===== src/rtl/vtw_vector_sequencer_if.sv =====
// ---------------------------------------------------------------------------
// vtw_vector_sequencer_if : control, vector-record and status bundle for the
// vector sequencer.  Revision 1.0
// ---------------------------------------------------------------------------
`default_nettype none

interface vtw_vector_sequencer_if #(
  parameter int NUM_TRIG = 7,
  parameter int PERIOD_W = 16,
  parameter int REP_W    = 16
);
  logic                start;
  logic                stop;
  logic [PERIOD_W-1:0] period;
  logic                vec_valid;
  logic                vec_ready;
  logic [NUM_TRIG-1:0] vec_trig_mask;
  logic [REP_W-1:0]    vec_repeat;
  logic                vec_last;
  logic [NUM_TRIG-1:0] triggers;
  logic [31:0]         vector_number;
  logic [31:0]         cycle_number;
  logic                busy;
  logic                done;
  logic                underrun;

  modport master (
    output start, stop, period, vec_valid, vec_trig_mask, vec_repeat, vec_last,
    input  vec_ready, triggers, vector_number, cycle_number, busy, done, underrun
  );

  modport slave (
    input  start, stop, period, vec_valid, vec_trig_mask, vec_repeat, vec_last,
    output vec_ready, triggers, vector_number, cycle_number, busy, done, underrun
  );
endinterface

`default_nettype wire


===== src/rtl/vtw_vector_sequencer.sv =====
// ---------------------------------------------------------------------------
// vtw_vector_sequencer : plays vector records as tester cycles, pulsing the
// waveform-generator triggers at each cycle start.  Revision 1.0
// ---------------------------------------------------------------------------
`default_nettype none

module vtw_vector_sequencer #(
  parameter int NUM_TRIG = 7,
  parameter int PERIOD_W = 16,
  parameter int REP_W    = 16
) (
  input  wire                  clk,
  input  wire                  rst_n,
  vtw_vector_sequencer_if.slave bus
);

  typedef enum logic [1:0] {
    S_IDLE  = 2'd0,
    S_FETCH = 2'd1,
    S_RUN   = 2'd2,
    S_DONE  = 2'd3
  } state_t;

  state_t              state;
  state_t              state_nxt;

  logic [PERIOD_W-1:0] r_period;
  logic [PERIOD_W-1:0] r_ticks;
  logic [REP_W-1:0]    r_rep;
  logic [NUM_TRIG-1:0] r_mask;
  logic                r_last;
  logic                r_first;
  logic                r_any;
  logic                r_was_fetch;
  logic                r_underrun;
  logic                r_abort_done;
  logic [31:0]         r_vec_num;
  logic [31:0]         r_cyc_num;

  logic                w_ready;
  logic                w_transfer;
  logic                w_final;
  logic                w_reload;
  logic                w_start;
  logic                w_abort;

  always_ff @(posedge clk or negedge rst_n) begin
    if (!rst_n) state <= S_IDLE;
    else        state <= state_nxt;
  end

  always_comb begin
    state_nxt  = state;
    w_ready    = 1'b0;
    w_transfer = 1'b0;
    w_final    = 1'b0;
    w_reload   = 1'b0;
    w_start    = 1'b0;
    w_abort    = 1'b0;
    case (state)
      S_IDLE: begin
        if (bus.start) begin
          w_start   = 1'b1;
          state_nxt = S_FETCH;
        end
      end
      S_FETCH: begin
        // stop wins over a pending transfer, so ready is withdrawn under stop
        w_ready = ~bus.stop;
        if (bus.stop) begin
          w_abort   = 1'b1;
          state_nxt = S_IDLE;
        end else if (bus.vec_valid) begin
          w_transfer = 1'b1;
          state_nxt  = S_RUN;
        end
      end
      S_RUN: begin
        w_final = (r_ticks == '0);
        if (bus.stop) begin
          w_abort   = 1'b1;
          state_nxt = S_IDLE;
        end else if (w_final) begin
          if (r_rep != '0) begin
            w_reload = 1'b1;
          end else if (r_last) begin
            state_nxt = S_DONE;
          end else begin
            w_ready = 1'b1;
            if (bus.vec_valid) w_transfer = 1'b1;
            else               state_nxt  = S_FETCH;
          end
        end
      end
      S_DONE: state_nxt = S_IDLE;
      default: state_nxt = S_IDLE;
    endcase
  end

  always_ff @(posedge clk or negedge rst_n) begin
    if (!rst_n) begin
      r_period     <= '0;
      r_ticks      <= '0;
      r_rep        <= '0;
      r_mask       <= '0;
      r_last       <= 1'b0;
      r_first      <= 1'b0;
      r_any        <= 1'b0;
      r_was_fetch  <= 1'b0;
      r_underrun   <= 1'b0;
      r_abort_done <= 1'b0;
      r_vec_num    <= '0;
      r_cyc_num    <= '0;
    end else begin
      r_first      <= 1'b0;
      r_was_fetch  <= (state == S_FETCH);
      r_abort_done <= w_abort;
      if (w_start) begin
        r_period   <= (bus.period == '0) ? PERIOD_W'(1) : bus.period;
        r_underrun <= 1'b0;
        r_vec_num  <= '0;
        r_cyc_num  <= '0;
        r_any      <= 1'b0;
      end
      // the first FETCH clock is a grace clock; starvation counts after it
      if (state == S_FETCH && r_was_fetch && !bus.vec_valid && !bus.stop)
        r_underrun <= 1'b1;
      if (w_transfer) begin
        r_mask  <= bus.vec_trig_mask;
        r_rep   <= bus.vec_repeat;
        r_last  <= bus.vec_last;
        r_ticks <= r_period - PERIOD_W'(1);
        r_first <= 1'b1;
        r_any   <= 1'b1;
        if (r_any) begin
          r_vec_num <= r_vec_num + 32'd1;
          r_cyc_num <= r_cyc_num + 32'd1;
        end
      end else if (w_reload) begin
        r_rep     <= r_rep - REP_W'(1);
        r_ticks   <= r_period - PERIOD_W'(1);
        r_first   <= 1'b1;
        r_cyc_num <= r_cyc_num + 32'd1;
      end else if (state == S_RUN && !w_final) begin
        r_ticks <= r_ticks - PERIOD_W'(1);
      end
    end
  end

  assign bus.vec_ready     = w_ready;
  assign bus.triggers      = (state == S_RUN && r_first && !bus.stop) ? r_mask : '0;
  assign bus.busy          = (state == S_FETCH) || (state == S_RUN);
  assign bus.done          = (state == S_DONE) || r_abort_done;
  assign bus.underrun      = r_underrun;
  assign bus.vector_number = r_vec_num;
  assign bus.cycle_number  = r_cyc_num;

endmodule

`default_nettype wire


===== src/flat_wrapper.sv =====
// flat-port wrapper written by rule: the top's interface ports become plain ports
module vtw_vector_sequencer_flat 
#(
  parameter int NUM_TRIG = 7,
  parameter int PERIOD_W = 16,
  parameter int REP_W    = 16
)
  (clk, rst_n, bus_start, bus_stop, bus_period, bus_vec_valid, bus_vec_trig_mask, bus_vec_repeat, bus_vec_last, bus_vec_ready, bus_triggers, bus_vector_number, bus_cycle_number, bus_busy, bus_done, bus_underrun);
  vtw_vector_sequencer_if #(.NUM_TRIG(NUM_TRIG), .PERIOD_W(PERIOD_W), .REP_W(REP_W)) bus_i ();
  input  wire clk;
  input  wire rst_n;
  input wire logic [$bits(bus_i.start)-1:0] bus_start;
  input wire logic [$bits(bus_i.stop)-1:0] bus_stop;
  input wire logic [$bits(bus_i.period)-1:0] bus_period;
  input wire logic [$bits(bus_i.vec_valid)-1:0] bus_vec_valid;
  input wire logic [$bits(bus_i.vec_trig_mask)-1:0] bus_vec_trig_mask;
  input wire logic [$bits(bus_i.vec_repeat)-1:0] bus_vec_repeat;
  input wire logic [$bits(bus_i.vec_last)-1:0] bus_vec_last;
  output wire logic [$bits(bus_i.vec_ready)-1:0] bus_vec_ready;
  output wire logic [$bits(bus_i.triggers)-1:0] bus_triggers;
  output wire logic [$bits(bus_i.vector_number)-1:0] bus_vector_number;
  output wire logic [$bits(bus_i.cycle_number)-1:0] bus_cycle_number;
  output wire logic [$bits(bus_i.busy)-1:0] bus_busy;
  output wire logic [$bits(bus_i.done)-1:0] bus_done;
  output wire logic [$bits(bus_i.underrun)-1:0] bus_underrun;
  assign bus_i.start = bus_start;
  assign bus_i.stop = bus_stop;
  assign bus_i.period = bus_period;
  assign bus_i.vec_valid = bus_vec_valid;
  assign bus_i.vec_trig_mask = bus_vec_trig_mask;
  assign bus_i.vec_repeat = bus_vec_repeat;
  assign bus_i.vec_last = bus_vec_last;
  assign bus_vec_ready = bus_i.vec_ready;
  assign bus_triggers = bus_i.triggers;
  assign bus_vector_number = bus_i.vector_number;
  assign bus_cycle_number = bus_i.cycle_number;
  assign bus_busy = bus_i.busy;
  assign bus_done = bus_i.done;
  assign bus_underrun = bus_i.underrun;
  vtw_vector_sequencer #(.NUM_TRIG(NUM_TRIG), .PERIOD_W(PERIOD_W), .REP_W(REP_W)) u_core (.clk(clk), .rst_n(rst_n), .bus(bus_i));
endmodule

===== config.mk =====
export PLATFORM = sky130hd
export DESIGN_NAME = vtw_vector_sequencer_flat
export DESIGN_NICKNAME = d
export VERILOG_FILES = /design/src/rtl/vtw_vector_sequencer_if.sv /design/src/rtl/vtw_vector_sequencer.sv /design/src/flat_wrapper.sv
export SDC_FILE = /design/constraint.sdc
export NUM_CORES = 1
export LEC_CHECK = 0
export CAP_MARGIN = 20
export CORE_ASPECT_RATIO = 1.75
export CORE_MARGIN = 3
export CORE_UTILIZATION = 54
export CTS_CLUSTER_SIZE = 12
export DETAILED_ROUTE_END_ITERATION = 12
export MAX_ROUTING_LAYER = met4
export PLACE_DENSITY = 0.81
export SYNTH_ARGS = -nofsm -noshare
export SYNTH_HDL_FRONTEND = slang
export SYNTH_SLANG_ARGS = --single-unit

===== constraint.sdc =====
create_clock -name clk -period 2.8 [get_ports clk]
set_clock_uncertainty 0.05 [all_clocks]
set_input_delay 0.28 -clock clk [delete_from_list [all_inputs] [get_ports clk]]
set_output_delay 0.28 -clock clk [all_outputs]
set_load 0.01 [all_outputs]

==> results.ini, run 1 <==
[floorplanning]
die_w_um = 94.1
core_um2 = 13100
num_rows = 55
fp.dieH_um = 160
die-area_um2 = 15100
io_pins = 120
start_util_pct = 56.1

[cts]
clk_pin_slew_ps = 60
cts_made_buffers = 17
clock_tree.buffer_depth = 2
cts.sinks = 127
clock_latency_ps = 420
cts-root-buf = clkbuf_16
htreeDepth = 4
cts_tree = done

[yosys]
muxShareOfSynthArea_pct = 4.40
async_flop_share_pct = 100
synthCells = 819
synth_fa_ha_area_share_pct = 1.71
synth_edf_count = 0
synth-xor-area-share_pct = 4.66
syn_area_um2 = 7330
synthFlopType = dfrtp_1
synth_top_area_cell = dfrtp_1
avgSynthCellArea_um2 = 8.95
yosysUniqueCellTypes = 63
ys_ff_latch = 127
seq_area_frac_synth_pct = 43.4
synthesis.nets = 874
synthTopCellsByArea = dfrtp_1 43%, nand2_1 5.6%, o21ai_0 3.9%, nand3_1 2.8%, mux2_2 2.8%
synth_top_family_by_area = simple AND/OR/NAND/NOR gates
ys_warn_count = 0
synth_compound_area_share_pct = 18.2
synth_simple_gate_area_share_pct = 23.8
synth_top_area_share_pct = 43.4

[setup_path]
path_class = reg -> reg
path_cells = inv_1 -> ha_1 -> or4b_4 -> or4_4 -> nand2_4 -> nor2_1 -> a221o_1
cp-end-kind = flip-flop
arrival_ps = 2930
max_stage_delay_ps = 600
cp.required_ps = 3040
worst_setup_path_start_kind = flip-flop
cp_max_fo = 11
slowest_stage = or4_4

[placed_design]
placed_cell_area_um2 = 8850
io_buffers = 119
gp_congestion = 0.865
dp_hpwl_mm = 13.6
place_inst = 1103

[route]
routed-via-count = 6861
wl_per_cell_um = 17.5
viasPerCell = 6.03
first_iter_violations = 333
ant_nets = 0
totalWireLength_mm = 19.9
drc = 0
first_pass_iters = 5

[timing]
min_period_ps = 2690
rsz0062_at_grt = true
worst_pin_slew_ps = 926
slew_violations = 0
finalCritPeriodShare_pct = 96.0
holdWs_ps = 311
hold_viol_final = 0
tns_ps = 0
maxSlewHeadroom_pct = 38.0
fmax_mhz = 372
setup_viol = 0

[grt]
track_usage_pct = 27.7
grt_pass1_vias = 6790
antenna_found_initial = 0
grt_max_degree = 45
grt_pass1_wl_mm = 32.7
overflow = 0

[run_status]
status = complete, no violations

[run]
cap_violations = 0

[hold_path]
hp-class = in -> async

[layout]
nets = 1009
area_growth_pct = 30.3
drive_gt1_share_pct = 11.3
antenna_cells = 0
fin_area_um2 = 9550
final_cell_count_no_fill = 1138

[pwr]
power_mw = 6.97
p_leak_nw = 3.92
power_density_nw_per_um2 = 730
ir_drop_mv = 0.453

==> path summary, 6_finish.rpt <==
kind | startpoint | endpoint | slack [ps] | cells past startpoint
min in group clk | bus_vec_trig_mask[6] | u_core.r_mask[6]$_DFFE_PN0P_ | 350 | 3
min | rst_n | u_core.r_period[5]$_DFFE_PN0P_ | 310 | 2
max | u_core.r_ticks[0]$_DFFE_PN0P_ | u_core.bus.cycle_number[11]$_DFF_PN0_ | 110 | 7
min reg2reg | u_core.r_mask[2]$_DFFE_PN0P_ | u_core.r_mask[2]$_DFFE_PN0P_ | 420 | 2
max reg2reg | u_core.r_ticks[0]$_DFFE_PN0P_ | u_core.bus.cycle_number[11]$_DFF_PN0_ | 110 | 7
max in group asynchronous | rst_n | u_core.r_last$_DFFE_PN0P_ | 1620 | 3
==> cell usage in the layout, fill, tap and decap left out, drive strengths merged, types with 6 or more instances in the layout <==
master / count
and3: 18
nor3b: 6
o22a: 7
nand2: 112
nand4: 13
nor3: 23
mux2i: 12
a31oi: 17
xor2: 17
o21ai: 77
nor4: 22
dfrtp: 127
a21boi: 8
nor2: 42
a21oi: 38
and2: 16
a21o: 11
mux2: 18
ha: 10
buf: 36
a22oi: 8
clkbuf: 22
xnor2: 22
and4: 6
o22ai: 8
clkdlybuf4s50: 117
inv: 26
or4: 6
nand3: 41
or3: 15
==> power breakdown <==
group / leakage (nW) / switching (mW) / internal (mW) / total (mW)
logic: 1.99 / 0.982 / 0.930 / 1.91
clock network: 0.281 / 0.858 / 1.38 / 2.24
registers: 1.65 / 0.524 / 2.30 / 2.82
total: 3.92 / 2.36 / 4.61 / 6.97
==> worst max-delay path: cells and delay by family, from the launching register on <==
kind	cells	cell delay, ps
AOI/OAI and AO/OA	1	410
DFF	1	360
adders and majority gates	1	180
and+or+nand+nor	4	1450
buffers and inverters	1	100
==> routing by layer <==
| layer | routed length [um] | up-vias | global-route usage [%] | part of all wire, % |
|---|---|---|---|---|
| li1 | - | 3252 | - | - |
| met1 | 7620 | 3371 | 31.2 | 38 |
| met2 | 11000 | 200 | 48.3 | 55 |
| met3 | 824 | 38 | 4.48 | 4.1 |
| met4 | 480 | 0 | 11.0 | 2.4 |
| met5 | 0 | - | - | 0 |
==> metrics by stage <==
step | setup WS (ps) | utilization [%]
2_1_floorplan | 204 | -
3_3_place_gp | 57.6 | 67.7
3_5_place_dp | 18.5 | 67.7
4_1_cts | 6.40 | 72.6
5_1_grt | 2.22 | 73.0
6_report | 111 | 73.0
==> sequential cells by signal (all words and copies together) (netlist names) <==
register,count
u_core.bus.vector_number,32
u_core.r_any,1
u_core.bus.cycle_number,32
u_core.r_ticks,16
u_core.r_period,16
u_core.r_mask,7
u_core.state,2
u_core.r_rep,16
u_core.r_was_fetch,1
u_core.r_abort_done,1
u_core.r_first,1
u_core.bus.underrun,1
u_core.r_last,1
==> cell type report <==
| type | count | area [um2] |
|---|---|---|
| clock buffer | 20 | 467 |
| clock inverter | 12 | 134 |
| fill | 985 | 3530 |
| inverter | 24 | 90.1 |
| multi-input combinational | 628 | 3930 |
| sequential | 127 | 3180 |
| tap | 171 | 214 |
| timing repair buffer | 156 | 1540 |
==> logic make-up (layout without fill, tap and decap cells) <==
kind of cell               Yosys count  count (layout)
and+or+nand+nor                    335             335
AOI/OAI and AO/OA                  214             214
DFF                                127             127
buffers and inverters               64             212
xor gates and xnor gates            39              39
muxes                               30              30
adders and majority gates           10              10
==> repair_timing <==
| action | in CTS | in global routing |
|---|---|---|
| cloned | 0 | 1 |
| pin swaps | 1 | 2 |
| hold endpoints to repair | 34 | 0 |
| endpoints found under the setup margin | 1 | 44 |
| hold buffers | 1 | 0 |
| buffers inserted | 1 | 0 |
| resized for setup | 4 | 10 |
==> synthesized netlist by cell type, types with 18 or more instances <==
cell type	instances
nor2_1	42
nor4_1	18
nand3_1	41
inv_1	24
dfrtp_1	127
a21oi_1	38
o21ai_0	57
xnor2_1	22
o21ai_1	20
nand2_1	109
nor3_1	23
mux2_2	18
and3_1	18
clkbuf_1	24
Power figures use the tool's default switching activity.
==> run 2: changes to the inputs <==
--- a/config.mk
+++ b/config.mk
@@ -7,7 +7,7 @@
 export LEC_CHECK = 0
 export CAP_MARGIN = 20
 export CORE_ASPECT_RATIO = 1.75
-export CORE_MARGIN = 3
+export CORE_MARGIN = 2
 export CORE_UTILIZATION = 54
 export CTS_CLUSTER_SIZE = 12
 export DETAILED_ROUTE_END_ITERATION = 12
==> run 2 against run 1 <==
Effect of this change:
- sequential share of layout area hardly changed
- global-route usage increased by 1.9 points
- power down 0.67%
- wire length about the same
- die area shrank 3.3%
- sequential power barely moved
- count of clock-buffer cells in the layout is the same
- critical path depth did not move
- combinational power barely moved
- worst hold slack worse by 52 ps
- register-to-register slack better by 70 ps
- cell count rose by 0.88%
- highest routed layer unchanged
==> results.ini, run 2 (synthesis gave the netlist of run 1 again) <==
[layout]
nets = 1016  ; was 1009
n_fill_cell = 1034  ; was 985
area_growth_pct = 30.3  ; about the same
antenna_cells = 0  ; unchanged
layout_common_cells = 127 x dfrtp_1, 117 x clkdlybuf4s50_1, 109 x nand2_1  ; unchanged
drive_gt1_share_pct = 12.0  ; was 11.3%
layout_commonest_cell = dfrtp_1  ; unchanged

[timing]
maxSlewHeadroom_pct = 63.5  ; was 38.0%
min_period_ps = 2660  ; was 2690 ps
finalCritPeriodShare_pct = 94.8  ; was 96.0%
hold_viol_final = 0  ; unchanged
worst_pin_slew_ps = 540  ; was 926 ps
slew_violations = 0  ; unchanged
rsz0062_at_grt = false  ; was true
setup_viol = 0  ; unchanged
tns_ps = 0  ; unchanged
fmax_mhz = 377  ; was 372 MHz
holdWs_ps = 258  ; was 311 ps

[grt]
track_usage_pct = 29.6  ; was 27.7%
grt_pass1_vias = 7035  ; was 6790
antenna_found_initial = 0  ; unchanged
grt_pass1_wl_mm = 33.6  ; was 32.7 mm
overflow = 0  ; unchanged
grt_max_degree = 53  ; was 45

[setup_path]
crit-reg2reg-launch = u_core.r_ticks[0]$_DFFE_PN0P_  ; unchanged
path_cells = inv_1 -> ha_2 -> inv_1 -> nor2_1 -> buf_4 -> and3_1 -> clkdlybuf4s50_1  ; was inv_1 -> ha_1 -> or4b_4 -> or4_4 -> nand2_4 -> nor2_1 -> a221o_1
worst_setup_path_start_kind = flip-flop  ; unchanged
slowest_stage = clkdlybuf4s50_1  ; was or4_4
r2r-end = u_core.bus.vector_number[7]$_DFF_PN0_  ; was u_core.bus.cycle_number[11]$_DFF_PN0_
path_depth = 7  ; unchanged
cp.required_ps = 2470  ; was 3040 ps
path_class = reg -> out  ; was reg -> reg
max_stage_delay_ps = 560  ; was 600 ps
crit_family = buffers and inverters  ; was simple AND/OR/NAND/NOR gates
cp_max_fo = 9  ; was 11
cpMostUsedCell = inv_1
arrival_ps = 2330  ; was 2930 ps
path_buf_inv = 4  ; was 1
r2r_slack_ps = 180  ; was 110 ps
cp-end-kind = output pin  ; was flip-flop
rr_worst_depth = 7  ; unchanged
crit_end = bus_triggers[3]  ; was u_core.bus.cycle_number[11]$_DFF_PN0_
startpoint = u_core.state[0]$_DFFE_PN0P_  ; was u_core.r_ticks[0]$_DFFE_PN0P_

[floorplanning]
fp.dieH_um = 158  ; was 160 um
num_rows = 56  ; was 55
die-area_um2 = 14600  ; was 15100 um2
die_w_um = 92.1  ; was 94.1 um
io_pins = 120  ; unchanged
start_util_pct = 55.1  ; was 56.1%
core_um2 = 13300  ; was 13100 um2

[cts]
clock_tree.buffer_depth = 2  ; unchanged
cts-root-buf = clkbuf_16  ; unchanged
cts_tree = done  ; unchanged
cts_made_buffers = 17  ; unchanged
cts.sinks = 127  ; unchanged
clock_latency_ps = 420  ; about the same
post_cts_buffers = 0  ; was 1
clk_pin_slew_ps = 60  ; about the same
htreeDepth = 4  ; unchanged

[route]
viasPerCell = 6.00  ; was 6.03
ant_nets = 0  ; unchanged
first_pass_iters = 5  ; unchanged
wl_per_cell_um = 17.4  ; was 17.5 um
totalWireLength_mm = 19.9  ; about the same
first_iter_violations = 360  ; was 333
routed-via-count = 6884  ; was 6861
drc = 0  ; unchanged

[pwr]
clockPowerShare_pct = 31.9  ; was 32.2%
swShare_pct = 33.7  ; was 33.9%
switchingPower_mw = 2.34  ; was 2.36 mW
p_int_mw = 4.59  ; was 4.61 mW
power_frac_seq_pct = 40.4  ; about the same
combinationalPowerShare_pct = 27.7  ; was 27.4%
power_density_nw_per_um2 = 725  ; was 730 nW/um2
p_leak_nw = 3.95  ; was 3.92 nW
ir_drop_mv = 0.449  ; was 0.453 mV

[hold_path]
hp-class = in -> async  ; unchanged

[run]
cap_violations = 0  ; unchanged

[run_status]
status = complete, no violations  ; unchanged

[placed_design]
io_buffers = 119  ; unchanged
gp_congestion = 0.882  ; was 0.865
dp_hpwl_mm = 14.1  ; was 13.6 mm

## run 2: how the worst min path moves through the flow
stage | start | to | cells past startpoint
5_1_grt | rst_n | u_core.r_period[13]$_DFFE_PN0P_ | 2
2_1_floorplan | rst_n | u_core.bus.cycle_number[0]$_DFF_PN0_ | 0
4_1_cts | rst_n | u_core.r_period[8]$_DFFE_PN0P_ | 2
3_5_place_dp | rst_n | u_core.r_period[13]$_DFFE_PN0P_ | 1
6_report | rst_n | u_core.r_period[13]$_DFFE_PN0P_ | 2
3_3_place_gp | rst_n | u_core.r_period[11]$_DFFE_PN0P_ | 1
## run 2: what timing repair did
action / CTS / global route
setup endpoints to repair: 1 / 12
gates resized for setup: 4 / 9
pin swaps: 0 / 0
hold buffers: 1 / 0
hold endpoints to repair: 21 / 0
cloned: 0 / 0
## run 2: power by group through the flow
| stage | Combinational, mW | Sequential [mW] | Clock (mW) |
|---|---|---|---|
| 6_report | 1.92 | 2.80 | 2.21 |
| 5_1_grt | 2.14 | 2.87 | 2.32 |
| 4_1_cts | 1.92 | 2.78 | 2.24 |
| 3_5_place_dp | 1.90 | 2.80 | 0 |
| 3_3_place_gp | 1.85 | 2.78 | 0 |
| 2_1_floorplan | 1.32 | 2.69 | 0 |
## run 2: stage by stage
step | power, mW | setup WS (ps) | instances | utilization (%) | cell area, um2
6_report | 6.93 | 144 | 1148 | 71.7 | 9550
3_5_place_dp | 4.69 | 40.1 | 1115 | 66.9 | 8910
3_3_place_gp | 4.63 | 33.8 | 1115 | 66.9 | 8910
5_1_grt | 7.33 | 16.4 | 1148 | 71.7 | 9550
4_1_cts | 6.94 | 13.6 | 1148 | 71.5 | 9520
2_1_floorplan | 4.01 | 204 | 819 | - | 7330
## run 2: layout make-up
class                           count  area, um2  share of cell area [%]
Inverter                           24       90.1                   0.943
Clock inverter                     12        135                    1.41
Multi-Input combinational cell    628       3920                    41.0
Timing Repair Buffer              163       1550                    16.3
Clock buffer                       20        457                    4.78
Sequential cell                   127       3180                    33.3
Tap cell                          174        218                    2.28
## run 2: metal layers
metal | vias up | wire length (um) | part of all wire, % | GRT usage (%)
met5 | - | 0 | 0 | -
met4 | 0 | 588 | 2.9 | 13.5
met3 | 52 | 882 | 4.4 | 4.00
met2 | 211 | 11000 | 55 | 53.4
met1 | 3344 | 7420 | 37 | 32.3
li1 | 3277 | - | - | -
==> run 3: changes to the inputs <==
--- a/config.mk
+++ b/config.mk
@@ -16,3 +16,4 @@
 export SYNTH_ARGS = -nofsm -noshare
 export SYNTH_HDL_FRONTEND = slang
 export SYNTH_SLANG_ARGS = --single-unit
+export TNS_END_PERCENT = 5
==> run 3 against run 2 <==
Effect of this change:
- register-to-register slack barely moved
- maximum frequency shrank 2.5%
- power about the same
- flip-flop and latch count unchanged
- core utilization about the same
- global-route usage did not move
- cell count did not move
- design area hardly changed
- worst hold slack gained 3.2 ps
- sequential power barely moved
- die area unchanged
- count of clock-buffer cells in the layout unchanged
- critical path type unchanged
- largest power group unchanged
==> results.ini, run 3 (synthesis gave the netlist of run 1 again) <==
[grt]
grt_pass1_wl_mm = 33.6  ; unchanged
grt_max_degree = 53  ; unchanged
grt_pass1_vias = 7035  ; unchanged
antenna_found_initial = 0  ; unchanged
track_usage_pct = 29.6  ; unchanged
overflow = 0  ; unchanged

[floorplanning]
die-area_um2 = 14600  ; unchanged
io_pins = 120  ; unchanged
die_w_um = 92.1  ; unchanged
start_util_pct = 55.1  ; unchanged
num_rows = 56  ; unchanged
fp.dieH_um = 158  ; unchanged
core_um2 = 13300  ; unchanged

[route]
ant_nets = 0  ; unchanged
viasPerCell = 5.97  ; was 6.00
wl_per_cell_um = 17.4  ; about the same
totalWireLength_mm = 19.9  ; about the same
first_pass_iters = 5  ; unchanged
drc = 0  ; unchanged
first_iter_violations = 370  ; was 360
routed-via-count = 6859  ; was 6884

[placed_design]
gp_congestion = 0.882  ; unchanged
dp_hpwl_mm = 14.1  ; unchanged
placed_cell_area_um2 = 8910  ; unchanged
place_ws_ps = 40.1  ; unchanged
io_buffers = 119  ; unchanged

[timing]
fmax_mhz = 367  ; was 377 MHz
tns_ps = 0  ; unchanged
finalCritPeriodShare_pct = 97.3  ; was 94.8%
worst_pin_slew_ps = 527  ; was 540 ps
slew_violations = 0  ; unchanged
setup_viol = 0  ; unchanged
min_period_ps = 2720  ; was 2660 ps
timing.final.ws_setup_ps = 75.2  ; was 144 ps
holdWs_ps = 262  ; was 258 ps
hold_viol_final = 0  ; unchanged
maxSlewHeadroom_pct = 64.4  ; was 63.5%
rsz0062_at_grt = true  ; was false

[cts]
cts_made_buffers = 17  ; unchanged
clk_pin_slew_ps = 60  ; about the same
clock_tree.buffer_depth = 2  ; unchanged
clock_latency_ps = 420  ; about the same
htreeDepth = 4  ; unchanged
cts.sinks = 127  ; unchanged
post_cts_buffers = 0  ; unchanged
cts-root-buf = clkbuf_16  ; unchanged
cts_tree = done  ; unchanged

[layout]
nets = 1016  ; unchanged
n_fill_cell = 1035  ; was 1034
fin_area_um2 = 9550  ; about the same
layout_commonest_cell = dfrtp_1  ; unchanged
antenna_cells = 0  ; unchanged
post-route-util_pct = 71.7  ; about the same
multi_input_area_um2 = 3910  ; was 3920 um2
drive_gt1_share_pct = 11.9  ; was 12.0%
area_growth_pct = 30.2  ; was 30.3%
regArea_um2 = 3180  ; unchanged
layout_common_cells = 127 x dfrtp_1, 117 x clkdlybuf4s50_1, 109 x nand2_1  ; unchanged

[setup_path]
path_class = reg -> out  ; unchanged
arrival_ps = 2390  ; was 2330 ps
worst_setup_path_start_kind = flip-flop  ; unchanged
cp_max_fo = 6  ; was 9
cp.required_ps = 2470  ; about the same
cp-end-kind = output pin  ; unchanged

[pwr]
ir_drop_mv = 0.449  ; about the same
p_leak_nw = 3.94  ; was 3.95 nW
power_density_nw_per_um2 = 725  ; about the same

[run]
cap_violations = 0  ; unchanged

[hold_path]
hp-class = in -> async  ; unchanged

[run_status]
status = complete, no violations  ; unchanged

-- run 3: cell counts in the layout (fill, tap and decap cells not counted) --
Identical to the previous run, type by type.
-- run 3: layout make-up --
cell class | instances | share of cell area (%)
Clock buffer | 20 | 4.78
Clock inverter | 12 | 1.42
Inverter | 24 | 0.944
Multi-Input combinational cell | 628 | 41.0
Sequential cell | 127 | 33.3
Tap cell | 174 | 2.28
Timing Repair Buffer | 163 | 16.3
-- run 3: repair_timing --
| action | in CTS | in global routing |
|---|---|---|
| hold endpoints to repair | 21 | 0 |
| resized for setup | 4 | 8 |
| hold buffers | 1 | 0 |
| setup endpoints to repair | 1 | 12 |
| gates cloned | 0 | 0 |
| pin swaps | 0 | 0 |
-- run 3: metal layers --
metal	wire length (um)	track usage, %	vias to the layer above
met5	0	-	-
met4	614	13.5	0
met3	792	4.00	54
met2	11100	53.4	195
met1	7450	32.3	3333
li1	-	-	3277
-- run 3: stage by stage --
step                instances  power [mW]
finish                   1148        6.92
global route             1148        7.32
CTS                      1148        6.94
detailed placement       1115        4.69
global placement         1115        4.63
floorplan                 819        4.01
-- run 3: final timing paths --
kind | to | slack, ps | depth (start not counted) | start
worst max register to register | u_core.bus.cycle_number[25]$_DFF_PN0_ | 180 | 9 | u_core.r_ticks[2]$_DFFE_PN0P_
worst max-delay path | bus_vec_ready | 80 | 7 | u_core.r_ticks[0]$_DFFE_PN0P_
worst min register to register | u_core.r_mask[0]$_DFFE_PN0P_ | 410 | 2 | u_core.r_mask[0]$_DFFE_PN0P_
min in group clk | u_core.r_mask[5]$_DFFE_PN0P_ | 340 | 3 | bus_vec_trig_mask[5]
max in group asynchronous | u_core.r_mask[6]$_DFFE_PN0P_ | 1700 | 3 | rst_n
worst min-delay path | u_core.r_period[13]$_DFFE_PN0P_ | 260 | 2 | rst_n
-- run 3: power by group --
group          switching, mW  internal [mW]  leakage [nW]
Sequential             0.502           2.30          1.65
Clock                  0.848           1.36         0.291
Combinational          0.985          0.929          2.00
Total                   2.33           4.59          3.94
-- run 3: worst max-delay path: stages, from the launching register on --
cell	delay [ps]
dfrtp_1	370
inv_1	100
ha_1	190
or4b_4	520
nor4_4	310
nor2_1	70
nor3b_1	230
clkbuf_2	180
